## config.mk

```make
export PLATFORM = sky130hd
export DESIGN_NAME = instr_fetch
export DESIGN_NICKNAME = d
export VERILOG_FILES = /design/src/rtl/fetch_pkg.sv /design/src/rtl/next_pc_calc.sv /design/src/rtl/instr_fetch.sv
export SDC_FILE = /design/constraint.sdc
export NUM_CORES = 1
export LEC_CHECK = 0
export BUFFER_PORTS_ARGS = -buffer_cell sky130_fd_sc_hd__buf_4
export CAP_MARGIN = 20
export CORE_AREA = 2 2 108 110
export CTS_CLUSTER_SIZE = 20
export DETAILED_ROUTE_END_ITERATION = 7
export DIE_AREA = 0 0 110 112
export GPL_ROUTABILITY_DRIVEN = 0
export PLACE_DENSITY = 0.83
export REMOVE_ABC_BUFFERS = 1
export SETUP_SLACK_MARGIN = 0.05
export SYNTH_ARGS = -nofsm -noshare
export SYNTH_HDL_FRONTEND = slang
export SYNTH_SLANG_ARGS = --single-unit
export TNS_END_PERCENT = 100
```

## constraint.sdc

```tcl
create_clock -name clk -period 4.25 [get_ports clk]
set_clock_uncertainty 0.15 [all_clocks]
set_input_delay 0.85 -clock clk [delete_from_list [all_inputs] [get_ports clk]]
set_output_delay 0.85 -clock clk [all_outputs]
set_load 0.01 [all_outputs]
```

## src/rtl/fetch_pkg.sv

```systemverilog
// ============================================================================
// fetch_pkg -- shared types and constants for the instruction-fetch stage
// Rev 1.0
// ============================================================================
`default_nettype none

package fetch_pkg;

   typedef enum logic [1:0] {
      RST  = 2'd0,
      REQ  = 2'd1,
      HOLD = 2'd2
   } fetch_state_t;

   localparam int PC_SEL_BR = 0;
   localparam int PC_SEL_JR = 1;
   localparam int PC_SEL_J  = 2;

   localparam logic [31:0] RESET_PC = 32'h0040_0000;

endpackage

`default_nettype wire

```

## src/rtl/next_pc_calc.sv

```systemverilog
// ============================================================================
// next_pc_calc -- combinational next-PC selection (j/jal > jr > branch > +4)
// Rev 1.0
// ============================================================================
`default_nettype none

module next_pc_calc
   import fetch_pkg::*;
(
   input  logic [31:0] pc_plus4,
   input  logic [31:0] IM_instr,
   input  logic [31:0] rs_data,
   input  logic [2:0]  pc_sel,
   output logic [31:0] next_pc,
   output logic        misalign
);

   logic [31:0] br_offset;

   always_comb begin
      br_offset = {{14{IM_instr[15]}}, IM_instr[15:0], 2'b00};
      next_pc   = pc_plus4;
      misalign  = 1'b0;
      if (pc_sel[PC_SEL_J]) begin
         next_pc = {pc_plus4[31:28], IM_instr[25:0], 2'b00};
      end else if (pc_sel[PC_SEL_JR]) begin
         // Low bits are forced to zero; the fault is only flagged, not trapped.
         next_pc  = {rs_data[31:2], 2'b00};
         misalign = |rs_data[1:0];
      end else if (pc_sel[PC_SEL_BR]) begin
         next_pc = pc_plus4 + br_offset;
      end
   end

endmodule

`default_nettype wire

```

## src/rtl/instr_fetch.sv

```systemverilog
// ============================================================================
// instr_fetch -- PC owner and imem req/ack fetch FSM feeding the decoder
// Rev 1.0
// ============================================================================
`default_nettype none

module instr_fetch
   import fetch_pkg::*;
#(
   parameter logic [31:0] RESET_PC = 32'h0040_0000
) (
   input  logic        clk,
   input  logic        rst_n,
   output logic        imem_req,
   output logic [31:0] imem_addr,
   input  logic        imem_ack,
   input  logic [31:0] imem_rdata,
   output logic [31:0] IM_instr,
   output logic        instr_valid,
   output logic [31:0] pc,
   output logic [31:0] pc_plus4,
   input  logic [2:0]  pc_sel,
   input  logic [31:0] rs_data,
   input  logic        commit,
   output logic        addr_err
);

   fetch_state_t state_q, state_d;
   logic [31:0]  pc_q, pc_d;
   logic [31:0]  instr_q, instr_d;
   logic         addr_err_q, addr_err_d;

   logic [31:0]  next_pc;
   logic         misalign;
   logic [31:0]  seq_pc;

   assign seq_pc = pc_q + 32'd4;

   next_pc_calc u_next_pc_calc (
      .pc_plus4 (seq_pc),
      .IM_instr (instr_q),
      .rs_data  (rs_data),
      .pc_sel   (pc_sel),
      .next_pc  (next_pc),
      .misalign (misalign)
   );

   always_comb begin
      state_d    = state_q;
      pc_d       = pc_q;
      instr_d    = instr_q;
      addr_err_d = addr_err_q;
      case (state_q)
         RST: begin
            state_d = REQ;
         end
         REQ: begin
            if (imem_ack) begin
               instr_d = imem_rdata;
               state_d = HOLD;
            end
         end
         HOLD: begin
            if (commit) begin
               pc_d    = next_pc;
               state_d = REQ;
               if (misalign) begin
                  addr_err_d = 1'b1;
               end
            end
         end
         default: begin
            state_d = RST;
         end
      endcase
   end

   always_ff @(posedge clk or negedge rst_n) begin
      if (!rst_n) begin
         state_q    <= RST;
         pc_q       <= RESET_PC;
         instr_q    <= 32'd0;
         addr_err_q <= 1'b0;
      end else begin
         state_q    <= state_d;
         pc_q       <= pc_d;
         instr_q    <= instr_d;
         addr_err_q <= addr_err_d;
      end
   end

   // Every output is decoded from registered state; nothing passes through from ack/commit.
   assign imem_req    = (state_q == REQ);
   assign imem_addr   = pc_q;
   assign IM_instr    = instr_q;
   assign instr_valid = (state_q == HOLD);
   assign pc          = pc_q;
   assign pc_plus4    = seq_pc;
   assign addr_err    = addr_err_q;

endmodule

`default_nettype wire

```

==> impl_results.md, run 1 <==
* Status: complete, no violations
* Postcts setup bufs at 0
* Headroom to the max-slew limit at 0.3879
* Fraction of layout cells with a size suffix above 1 at 0.3455
* Vias at 5744
* Final instance area at 7212 um2
* N_diodes at 0
* Max Freq at 0.2518 GHz
* Fin Setup TNS at 0 ns
* Mapped Area at 5590 um2
* DIE AREA at 12320 um2
* Avg Vias per Cell at 6.117
* Max-Cap Viols at 0
* Worst R2R Path Depth at 14
* FILL cells at 897
* CTS tree: built
* Worst slew pin tran at 0.9181 ns
* Crit path DAT at 4.07 ns
* Synth area leaders: dfrtp_1 29%, ha_1 8.1%, mux2_2 6.4%
* Leakage power at 3.399 nW
* Clk sinks at 65
* DRC viols at 0
* RSZ-0062 raised after global routing: false
* FF+latch count, synth at 65
* Crit path capture type: flop
* Largest net degree at the start of global routing at 66
* Hold crit path type: reg2reg
* Worst R2R Start: imem_addr[4]$_DFFE_PN0P_
* Asr flop ratio synth at 1.000
* IO buf count at 195
* CP peak stage delay at 0.52 ns
* Hold Vio Cnt, Final at 0
* Predominant post-synthesis flop cell: dfrtp_1
* Yosys top cell by area: dfrtp_1
* Crit path to: imem_addr[31]$_DFFE_PN0P_
* Crit path from: imem_addr[4]$_DFFE_PN0P_
* Worst-path clk slew at 0.06 ns
* WS Path Type: reg2reg
* Die width at 110 um
* Synth unique cells at 72
* Critical path, cell by cell: nand3_1, nor2_1, buf_4, and3_1, xor2_1, ha_1, nand2_1, and2b_4, a32oi_2, a211oi_2, o211a_1, or3_1, and4_4, o31ai_2
* Clock buffer depth at 2
* Die H at 112 um
* Tmin final at 3.971 ns
* Reg2reg end: imem_addr[31]$_DFFE_PN0P_
* H-tree depth at 3
* Worst skew pair latency at 0.34 ns
* Antenna violations before repair at 0
* Pwr per Cell Area at 963.2 nW/um2
* Wire per inst at 19.74 um
* Max Slew Vio Count at 0
* Area delta synth->final at 29.01%
* Peak VDD IR at 0.4805 mV
* Vias in the first global route at 5734
* GRT overflow at 0
* IO Count at 202
* Worst-path fanout max at 7
* Placed instance area at 6878 um2
* Crit-path slowest cell: dfrtp_1
* First-pass GRT wire length at 28910 um
* All-layer global routing usage at 0.3016
* Synth top area share at 0.2865
* Critical path data required time at 4.35 ns
* Total power at 6.946 mW
* Starting DRT DRC Count at 482
* Final wirelength at 18530 um
* Post-Syn Instances at 635
* Seq/Total Area, Yosys at 0.2912
* Num rows at 39
* Final period utilization at 0.9344
* Total CTS buffers at 9
* Avg Cell Area, Syn at 8.804 um2
* Clk root buf: clkbuf_16
* Core area at 11170 um2
* Final setup viols at 0
* Ys Warns at 0
* EDFF count, synth at 0
* 1st-pass router iterations at 7
* Fin nets at 899
* Post-DRT Antenna Nets at 0
* R2R setup slack at 0.28 ns
* Startpoint Class: flop
* Post-DP HPWL at 13450 um
* Initial Util at 0.5003
[power by group]
group	switching [mW]	total, mW	internal (mW)
Combinational	2.54	4.78	2.24
Sequential	0.495	1.42	0.927
Clock	0.295	0.749	0.454
[through the flow]
stage                     hold WS (ns)  setup WS (ns)  utilization  cells
final                           0.3369         0.2789       0.6454    939
after CTS                       0.3385        0.05839       0.6419    939
after global placement          0.3121         0.2823       0.6155    923
after detailed placement        0.3218         0.1423       0.6155    923
after global routing            0.3504        0.07189       0.6454    939
after floorplan                 0.3051         0.5330            -    577
[flip-flops by register name, summed over array words and instances, names as in the netlist]
name / count
IM_instr: 32
imem_addr: 30
state_q: 2
addr_err: 1
[layer usage]
metal	up-vias	track usage	routed length, um
li1	2607	-	-
met3	69	0.07728	1856
met1	2720	0.3715	6992
met2	348	0.4904	8947
met5	-	0	0
met4	0	0.1359	736
[cell type report]
cell class	instances	area, um2	share of cell area
clock buffer	9	225.2	0.03123
clock inverter	7	70.07	0.009715
inverter	11	41.29	0.005725
multi-input combinational	501	3543	0.4913
sequential	65	1629	0.2259
tap	143	178.9	0.02481
timing repair buffer	203	1524	0.2113
[synth_stat cells (3+ instances only)]
library cell,count
dfrtp_1,64
nand2_1,58
nor2_1,49
a21oi_1,46
buf_4,36
ha_1,36
mux2_2,32
o21ai_0,30
xnor2_1,30
nand3_1,23
xor2_1,23
clkbuf_1,17
a21o_1,15
nand4_1,11
a222oi_1,10
inv_1,10
o21ai_1,10
a31oi_1,8
and3_1,7
nor3_1,7
mux2i_1,6
nor2b_1,6
o21a_1,6
a211oi_1,5
a221o_1,5
a311oi_1,5
and2_1,5
clkbuf_8,5
o31ai_1,5
a21boi_1,4
o211ai_1,4
and3_2,3
nand2b_1,3
o21bai_1,3
or3_1,3
[cell families after synthesis]
group	after synthesis	share of synthesized area
mux	38	0.07520
fa+ha+maj	37	0.08415
compound gates	182	0.2223
buf+inv	74	0.08594
flops	65	0.2912
simple gates	185	0.1576
other cells	1	0.0006708
xor+xnor	53	0.08303
[placed cells by master (no fill, tap or decap), drive strengths merged, types with 8 or more instances in the layout]
cell | Yosys | layout
buf | 41 | 203
dfrtp | 64 | 64
nand2 | 58 | 58
nor2 | 50 | 50
a21oi | 46 | 46
o21ai | 41 | 41
ha | 36 | 36
mux2 | 32 | 32
xnor2 | 30 | 30
nand3 | 23 | 23
xor2 | 23 | 23
a21o | 16 | 16
nand4 | 11 | 11
inv | 10 | 11
a222oi | 10 | 10
and3 | 10 | 10
clkbuf | 22 | 9
a31oi | 8 | 8
[critical path: cells and delay by family (launching register included)]
| kind | cells | cell delay [ns] |
|---|---|---|
| flops | 1 | 0.52 |
| compound gates | 4 | 0.88 |
| simple gates | 7 | 1.46 |
| fa+ha+maj | 1 | 0.38 |
| buf+inv | 1 | 0.19 |
| xor+xnor | 1 | 0.28 |
[how the worst min path moves through the flow]
stage	from	to	slack, ns	cells after the start
after CTS	addr_err$_DFFE_PN0P_	addr_err$_DFFE_PN0P_	0.34	1
after floorplan	state_q[1]$_DFFE_PN0P_	state_q[0]$_DFFE_PN0P_	0.31	1
final	addr_err$_DFFE_PN0P_	addr_err$_DFFE_PN0P_	0.34	1
after global routing	addr_err$_DFFE_PN0P_	addr_err$_DFFE_PN0P_	0.35	1
after detailed placement	addr_err$_DFFE_PN0P_	addr_err$_DFFE_PN0P_	0.32	1
after global placement	addr_err$_DFFE_PN0P_	addr_err$_DFFE_PN0P_	0.31	1
[timing repair]
action	CTS	global route
hold buffers	0	0
resized for setup	0	10
endpoints found under the setup margin	0	6
Power figures use the tool's default switching activity.
==> inputs of run 2 (changes only) <==
- CELL_PAD_IN_SITES_DETAIL_PLACEMENT: default -> 1
- CELL_PAD_IN_SITES_GLOBAL_PLACEMENT: default -> 2
- CORE_AREA: 2 2 108 110 -> 2 2 142 144
- DIE_AREA: 0 0 110 112 -> 0 0 144 146
==> run 2 against run 1 <==
Cell count grew 14%; final area grew 3.7%; first-iteration DRC count shrank 36%; fmax grew 0.66%; core utilization shrank 26 points; global-route usage shrank 10 points; combinational power grew 2%; clock power grew 20%; critical path type unchanged; highest routed layer unchanged.
==> impl_results.md, run 2 (synthesis gave the netlist of run 1 again) <==
* Status: complete, no violations
* Post-DP HPWL at 16040 um (+19%)
* Antenna violations before repair at 0 (unchanged)
* Initial Util at 0.2891 (-0.2111)
* Crit path DAT at 4.01 ns (-0.06 ns)
* Leakage power at 3.470 nW (+2.1%)
* Hold slack final at 0.3615 ns (+0.02455 ns)
* Final wirelength at 20950 um (+13%)
* First-pass GRT wire length at 33100 um (+14%)
* Hold crit path type: reg2reg
* Wire per inst at 19.54 um (-0.99%)
* Max reg flops at 32 (unchanged)
* Num rows at 51 (+31%)
* Met1 Usage GRT at 0.2652 (-0.1064)
* IO buf count at 195 (unchanged)
* Total CTS buffers at 9 (unchanged)
* CTS tree: built
* 1st-pass router iterations at 5 (-2)
* GR Layer Usage met2 at 0.3429 (-0.1475)
* DRC viols at 0 (unchanged)
* Post-Layout Cell Count at 1072 (+14%)
* Max-Cap Viols at 0 (unchanged)
* Worst slew pin tran at 0.9759 ns (+0.05784 ns)
* Avg Vias per Cell at 5.176 (-15%)
* Fin nets at 910 (+1.2%)
* Met3 Use GR at 0.04344 (-0.03385)
* Most common cell after layout, fill and taps aside: buf_4
* Top Usage Layer GRT: met2
* DIE AREA at 21020 um2 (+71%)
* Largest net degree at the start of global routing at 66 (unchanged)
* H-tree depth at 3 (unchanged)
* Fraction of layout cells with a size suffix above 1 at 0.3482 (+0.002726)
* Die H at 146 um (+30%)
* WS Path Type: reg2reg
* N_diodes at 0 (unchanged)
* Final setup viols at 0 (unchanged)
* Peak VDD IR at 0.3488 mV (-27%)
* Most frequent cells in the layout: 214 x buf_4, 64 x dfrtp_1, 58 x nand2_1, 49 x nor2_1, 46 x a21oi_1
* RSZ-0062 raised after global routing: false
* Max Slew Vio Count at 0 (unchanged)
* GRT overflow at 0 (unchanged)
* Placed instance area at 7108 um2 (+3.3%)
* Vias in the first global route at 5853 (+2.1%)
* Hold Vio Cnt, Final at 0 (unchanged)
* Total power at 7.193 mW (+3.6%)
* # hold bufs at CTS at 0 (unchanged)
* Setup WS pre-CTS at 0.2573 ns (+0.1150 ns)
* All-layer global routing usage at 0.2020 (-0.09963)
* Vias at 5549 (-3.4%)
* Clk root buf: clkbuf_16
* Critical path data required time at 4.31 ns (-0.04 ns)
* Die width at 144 um (+31%)
* Placed cells at 1056 (+14%)
* Clock buffer depth at 2 (unchanged)
* IO Count at 202 (unchanged)
* Pwr per Cell Area at 962.0 nW/um2 (-0.12%)
* Final instance area at 7477 um2 (+3.7%)
* Crit path capture type: flop
* Final WS setup at 0.3050 ns (+0.02607 ns)
* Clk sinks at 65 (unchanged)
* Fin Setup TNS at 0 ns (unchanged)
* Worst-path clk slew at 0.06 ns (about the same)
* Core area at 19330 um2 (+73%)
* Headroom to the max-slew limit at 0.3494 (-0.03856)
* Post-layout util at 0.3867 (-0.2587)
* FILL cells at 2286 (+150%)
* Tmin final at 3.945 ns (-0.02607 ns)
* Post-DRT Antenna Nets at 0 (unchanged)
* Starting DRT DRC Count at 307 (-36%)
* Final period utilization at 0.9282 (-0.006135)
* Worst-path fanout max at 7 (unchanged)
* Max Freq at 0.2535 GHz (+0.66%)
* Area delta synth->final at 33.75%
* Worst skew pair latency at 0.35 ns (about the same)
* Startpoint Class: flop
## run 2: changes by cell type in the layout (fill, tap and decap cells not counted), sizes merged
cell      change
clkinv        -4
bufinv        +2
clkinvlp      +1
clkbuf        +1
buf          +11
## run 2: path summary, 6_finish.rpt
check,endpoint,slack [ns],start,cells past startpoint
worst max-delay path,imem_addr[27]$_DFFE_PN0P_,0.30,imem_addr[10]$_DFFE_PN0P_,13
worst min-delay path,IM_instr[28]$_DFFE_PN0P_,0.36,IM_instr[28]$_DFFE_PN0P_,1
worst max register to register,imem_addr[27]$_DFFE_PN0P_,0.30,imem_addr[10]$_DFFE_PN0P_,13
worst min register to register,IM_instr[28]$_DFFE_PN0P_,0.36,IM_instr[28]$_DFFE_PN0P_,1
max in group asynchronous,imem_addr[20]$_DFFE_PN0P_,2.90,rst_n,1
min in group asynchronous,IM_instr[6]$_DFFE_PN0P_,0.49,rst_n,1
## run 2: worst max-delay path, stage by stage, from the launching register on
cell      delay, ns
dfrtp_1        0.45
and4_1         0.30
and4_1         0.33
and2_2         0.27
nand4_1        0.16
xnor2_2        0.19
ha_1           0.38
a21o_1         0.21
a21oi_1        0.25
or3b_1         0.37
o221ai_1       0.21
xnor2_1        0.14
a221oi_1       0.29
o21ai_1        0.09
## run 2: metal layers
layer / up-vias / part of all wire / wire length (um)
met5: - / 0 / 0
met2: 153 / 0.49 / 10280
met1: 2741 / 0.44 / 9286
met3: 18 / 0.055 / 1158
met4: 0 / 0.011 / 221
li1: 2637 / - / -
## run 2: power breakdown
part | switching [mW] | internal, mW | total (mW)
clock network | 0.308 | 0.591 | 0.899
logic | 2.59 | 2.30 | 4.89
registers | 0.483 | 0.926 | 1.41
## run 2: what timing repair did
action	4_1_cts	5_1_grt
endpoints found under the setup margin	0	3
resized for setup	0	3
buffers inserted	0	0
## run 2: layout make-up
cell class | instances | area (um2) | area share
multi-input combinational | 501 | 3517 | 0.4704
clock inverter | 6 | 113.9 | 0.01523
tap | 265 | 331.6 | 0.04434
sequential | 65 | 1628 | 0.2177
inverter | 11 | 41.29 | 0.005522
timing repair buffer | 214 | 1607 | 0.2149
clock buffer | 10 | 239.0 | 0.03196
==> inputs of run 3 (changes only) <==
- ABC_AREA: default -> 1
- CORE_AREA: 2 2 142 144 -> 2 2 157 159
- DIE_AREA: 0 0 144 146 -> 0 0 159 161
- PLACE_DENSITY: 0.83 -> 0.84
==> run 3 against run 2 <==
Sequential cell count unchanged; area after synthesis up 18%; wire length up 34%; critical path depth up 6; core utilization down 3.4 points; via count up 29%; first-iteration DRC count up 9.4%; total power up 10%.
==> impl_results.md, run 3 <==
* CTS tree: built
* Headroom to the max-slew limit at 0.3635 (+0.01415)
* Total CTS buffers at 9 (unchanged)
* Die H at 161 um (+10%)
* Post-Syn Instances at 1001 (+58%)
* Crit path DAT at 3.90 ns (-0.11 ns)
* Fin Setup TNS at 0 ns (unchanged)
* Antenna violations before repair at 1 (+1)
* Max-Cap Viols at 0 (unchanged)
* Multi-input logic area at 4023 um2 (+14%)
* GRT overflow at 0 (unchanged)
* Wire per inst at 18.84 um (-3.6%)
* Switching power at 4.325 mW (+28%)
* Num rows at 57 (+12%)
* IO Count at 202 (unchanged)
* Leading cell types by count after synthesis: 303 x nand2_1, 149 x inv_1, 72 x nand3_1, 72 x nor2_1, 64 x dfrtp_1
* Seq/Total Area, Yosys at 0.2477 (-0.04347)
* Core area at 23960 um2 (+24%)
* Most frequent cell after synthesis: nand2_1
* Peak VDD IR at 0.3292 mV (-5.6%)
* Clock power frac at 0.090 (-0.035)
* Most frequent cells in the layout: 301 x nand2_1, 199 x buf_4, 149 x inv_1, 72 x nand3_1, 71 x nor2_1
* Initial Util at 0.2742 (-0.01491)
* Asr flop ratio synth at 1.000 (unchanged)
* DIE AREA at 25600 um2 (+22%)
* Post-layout util at 0.3524 (-0.03433)
* Fraction of layout cells with a size suffix above 1 at 0.2414 (-0.1068)
* FILL cells at 3113 (+36%)
* Largest net degree at the start of global routing at 66 (unchanged)
* Post-DRT Antenna Nets at 0 (unchanged)
* Avg Cell Area, Syn at 6.565 um2 (-25%)
* Crit path top cell by count: nand2_1
* First-pass GRT wire length at 43170 um (+30%)
* CP peak stage delay at 0.45 ns (about the same)
* Ys Warns at 0 (unchanged)
* Mapped Area at 6571 um2 (+18%)
* EDFF count, synth at 0 (unchanged)
* Gate power share at 0.730 (+0.051)
* Tmin final at 3.782 ns (-0.1627 ns)
* Final WS setup at 0.4676 ns (+0.1627 ns)
* 1st-pass router iterations at 7 (+2)
* Clk sinks at 65 (unchanged)
* WS Path Type: reg2reg
* Setup WS pre-CTS at 0.5193 ns (+0.2620 ns)
* H-tree depth at 3 (unchanged)
* Largest delay contributor family on the critical path: simple AND/OR/NAND/NOR gates
* Synth unique cells at 44 (-39%)
* IO buf count at 195 (unchanged)
* Critical path data required time at 4.37 ns (+0.06 ns)
* Hold Vio Cnt, Final at 0 (unchanged)
* Sequential Power Share at 0.180 (-0.016)
* Area delta synth->final at 28.50%
* Cell internal pwr at 3.599 mW (-5.6%)
* Final period utilization at 0.8900 (-0.03828)
* Final wirelength at 28040 um (+34%)
* Avg Vias per Cell at 4.827 (-6.8%)
* Postcts setup bufs at 0 (unchanged)
* Synth area leaders: dfrtp_1 24%, nand2_1 17%, inv_1 8.5%
* Final setup viols at 0 (unchanged)
* Die width at 159 um (+10%)
* Max Freq at 0.2644 GHz (+4.3%)
* Leakage power at 4.446 nW (+28%)
* Cts repair resizes at 0 (unchanged)
* FF+latch count, synth at 65 (unchanged)
* Crit-path slowest cell: dfrtp_1
* Fin nets at 1267 (+39%)
* Startpoint Class: flop
* Status: complete, no violations
* Post-DP HPWL at 22620 um (+41%)
* Worst-path fanout max at 5 (-2)
* Worst slew pin tran at 0.9547 ns (-0.02123 ns)
* All-layer global routing usage at 0.2185 (+0.01654)
* Pwr per Cell Area at 938.5 nW/um2 (-2.4%)
* Max Slew Vio Count at 0 (unchanged)
* Critical path, cell by cell: ha_1, inv_1, nor2_4, nand2_1, nor2_4, nand2_1, xor2_1, inv_1, ha_1, nand2_1, nor2_1, nand3_1, nand3b_1, nand2_1, nand2_1, nand2_1, nand3_1, nand2_1, a21boi_1
* Worst-path clk slew at 0.06 ns (about the same)
* Hold crit path type: reg2reg
* Most common cell after layout, fill and taps aside: nand2_1
* N_diodes at 0 (unchanged)
* Worst skew pair latency at 0.35 ns (about the same)
* Starting DRT DRC Count at 336 (+9.4%)
* Clk root buf: clkbuf_16
* # hold bufs at CTS at 0 (unchanged)
* Predominant post-synthesis flop cell: dfrtp_1
* Synth top area share at 0.2437 (-0.04276)
* Vias at 7182 (+29%)
* Yosys top cell by area: dfrtp_1
* Clock buffer depth at 2 (unchanged)
* Max reg flops at 32 (unchanged)
* DRC viols at 0 (unchanged)
* Vias in the first global route at 7514 (+28%)
* Crit path capture type: flop
* Buf/Inv on CP at 2 (+2)
* Switching Share at 0.5458 (+0.07615)
* RSZ-0062 raised after global routing: false
* FF/Latch Area at 1628 um2 (unchanged)
[run 3: cell types whose count changed after synthesis, sizes merged, moves of 10 or more]
cell and delta:
a21o -14, and3 -10, a221oi +18, a222oi -10, nor2 +31, inv +143
nand3 +49, xnor2 -23, o21ai -15, nand2 +251
[run 3: kinds of logic (layout without fill, tap and decap cells)]
logic type / count (synthesis) / after routing / synth area share
and+or+nand+nor: 493 / 493 / 0.3163
adders and majority gates: 37 / 37 / 0.07159
muxes: 31 / 31 / 0.05312
DFF: 65 / 65 / 0.2477
xor gates and xnor gates: 26 / 26 / 0.03465
AOI/OAI and AO/OA: 135 / 135 / 0.1320
buffers and inverters: 213 / 371 / 0.1441
other: 1 / 6 / 0.0005707
[run 3: power by group through the flow]
stage / sequential (mW) / combinational (mW) / clock (mW)
after floorplan: 1.46 / 3.35 / 0
after CTS: 1.43 / 5.83 / 0.743
after global placement: 1.42 / 5.72 / 0
final: 1.42 / 5.79 / 0.714
after detailed placement: 1.43 / 5.80 / 0
after global routing: 1.48 / 6.48 / 0.754
[run 3: cell type report]
| class | count | share of cell area |
|---|---|---|
| sequential | 65 | 0.1928 |
| timing repair buffer | 201 | 0.1820 |
| inverter | 154 | 0.06860 |
| tap | 324 | 0.04801 |
| clock buffer | 9 | 0.02667 |
| multi-input combinational | 728 | 0.4764 |
| clock inverter | 7 | 0.005630 |
[run 3: stage by stage]
step	instances	cell area (um2)	hold WS [ns]	power, mW
3_5_place_dp	1471	8144	0.3237	7.233
2_1_floorplan	947	6222	0.3016	4.814
3_3_place_gp	1470	8129	0.3128	7.138
5_1_grt	1488	8444	0.3583	8.715
4_1_cts	1487	8417	0.3351	7.998
6_report	1488	8444	0.3346	7.925
[run 3: worst paths after layout]
kind,startpoint,to,slack [ns],depth (start not counted)
worst min-delay path,addr_err$_DFFE_PN0P_,addr_err$_DFFE_PN0P_,0.33,1
worst max-delay path,imem_addr[3]$_DFFE_PN0P_,imem_addr[21]$_DFFE_PN0P_,0.47,19
worst max register to register,imem_addr[3]$_DFFE_PN0P_,imem_addr[21]$_DFFE_PN0P_,0.47,19
worst min register to register,addr_err$_DFFE_PN0P_,addr_err$_DFFE_PN0P_,0.33,1
min in group asynchronous,rst_n,IM_instr[31]$_DFFE_PN0P_,0.49,1
max in group asynchronous,rst_n,imem_addr[23]$_DFFE_PN0P_,2.85,1
[run 3: layer usage]
layer / share of wire / vias to the layer above / routed length (um) / track usage
li1: - / 3504 / - / -
met1: 0.45 / 3425 / 12710 / 0.2823
met2: 0.48 / 219 / 13420 / 0.3798
met3: 0.046 / 32 / 1295 / 0.03441
met4: 0.021 / 2 / 600 / 0.05950
met5: 0.00046 / - / 13 / 0
[run 3: worst reg2reg max path, delay by kind of cell, from the launching register on]
family          cells  cell delay [ns]
flops               1             0.45
simple gates       13             1.87
fa+ha+maj           2             0.66
compound gates      1             0.13
xor+xnor            1             0.19
buf+inv             2             0.24
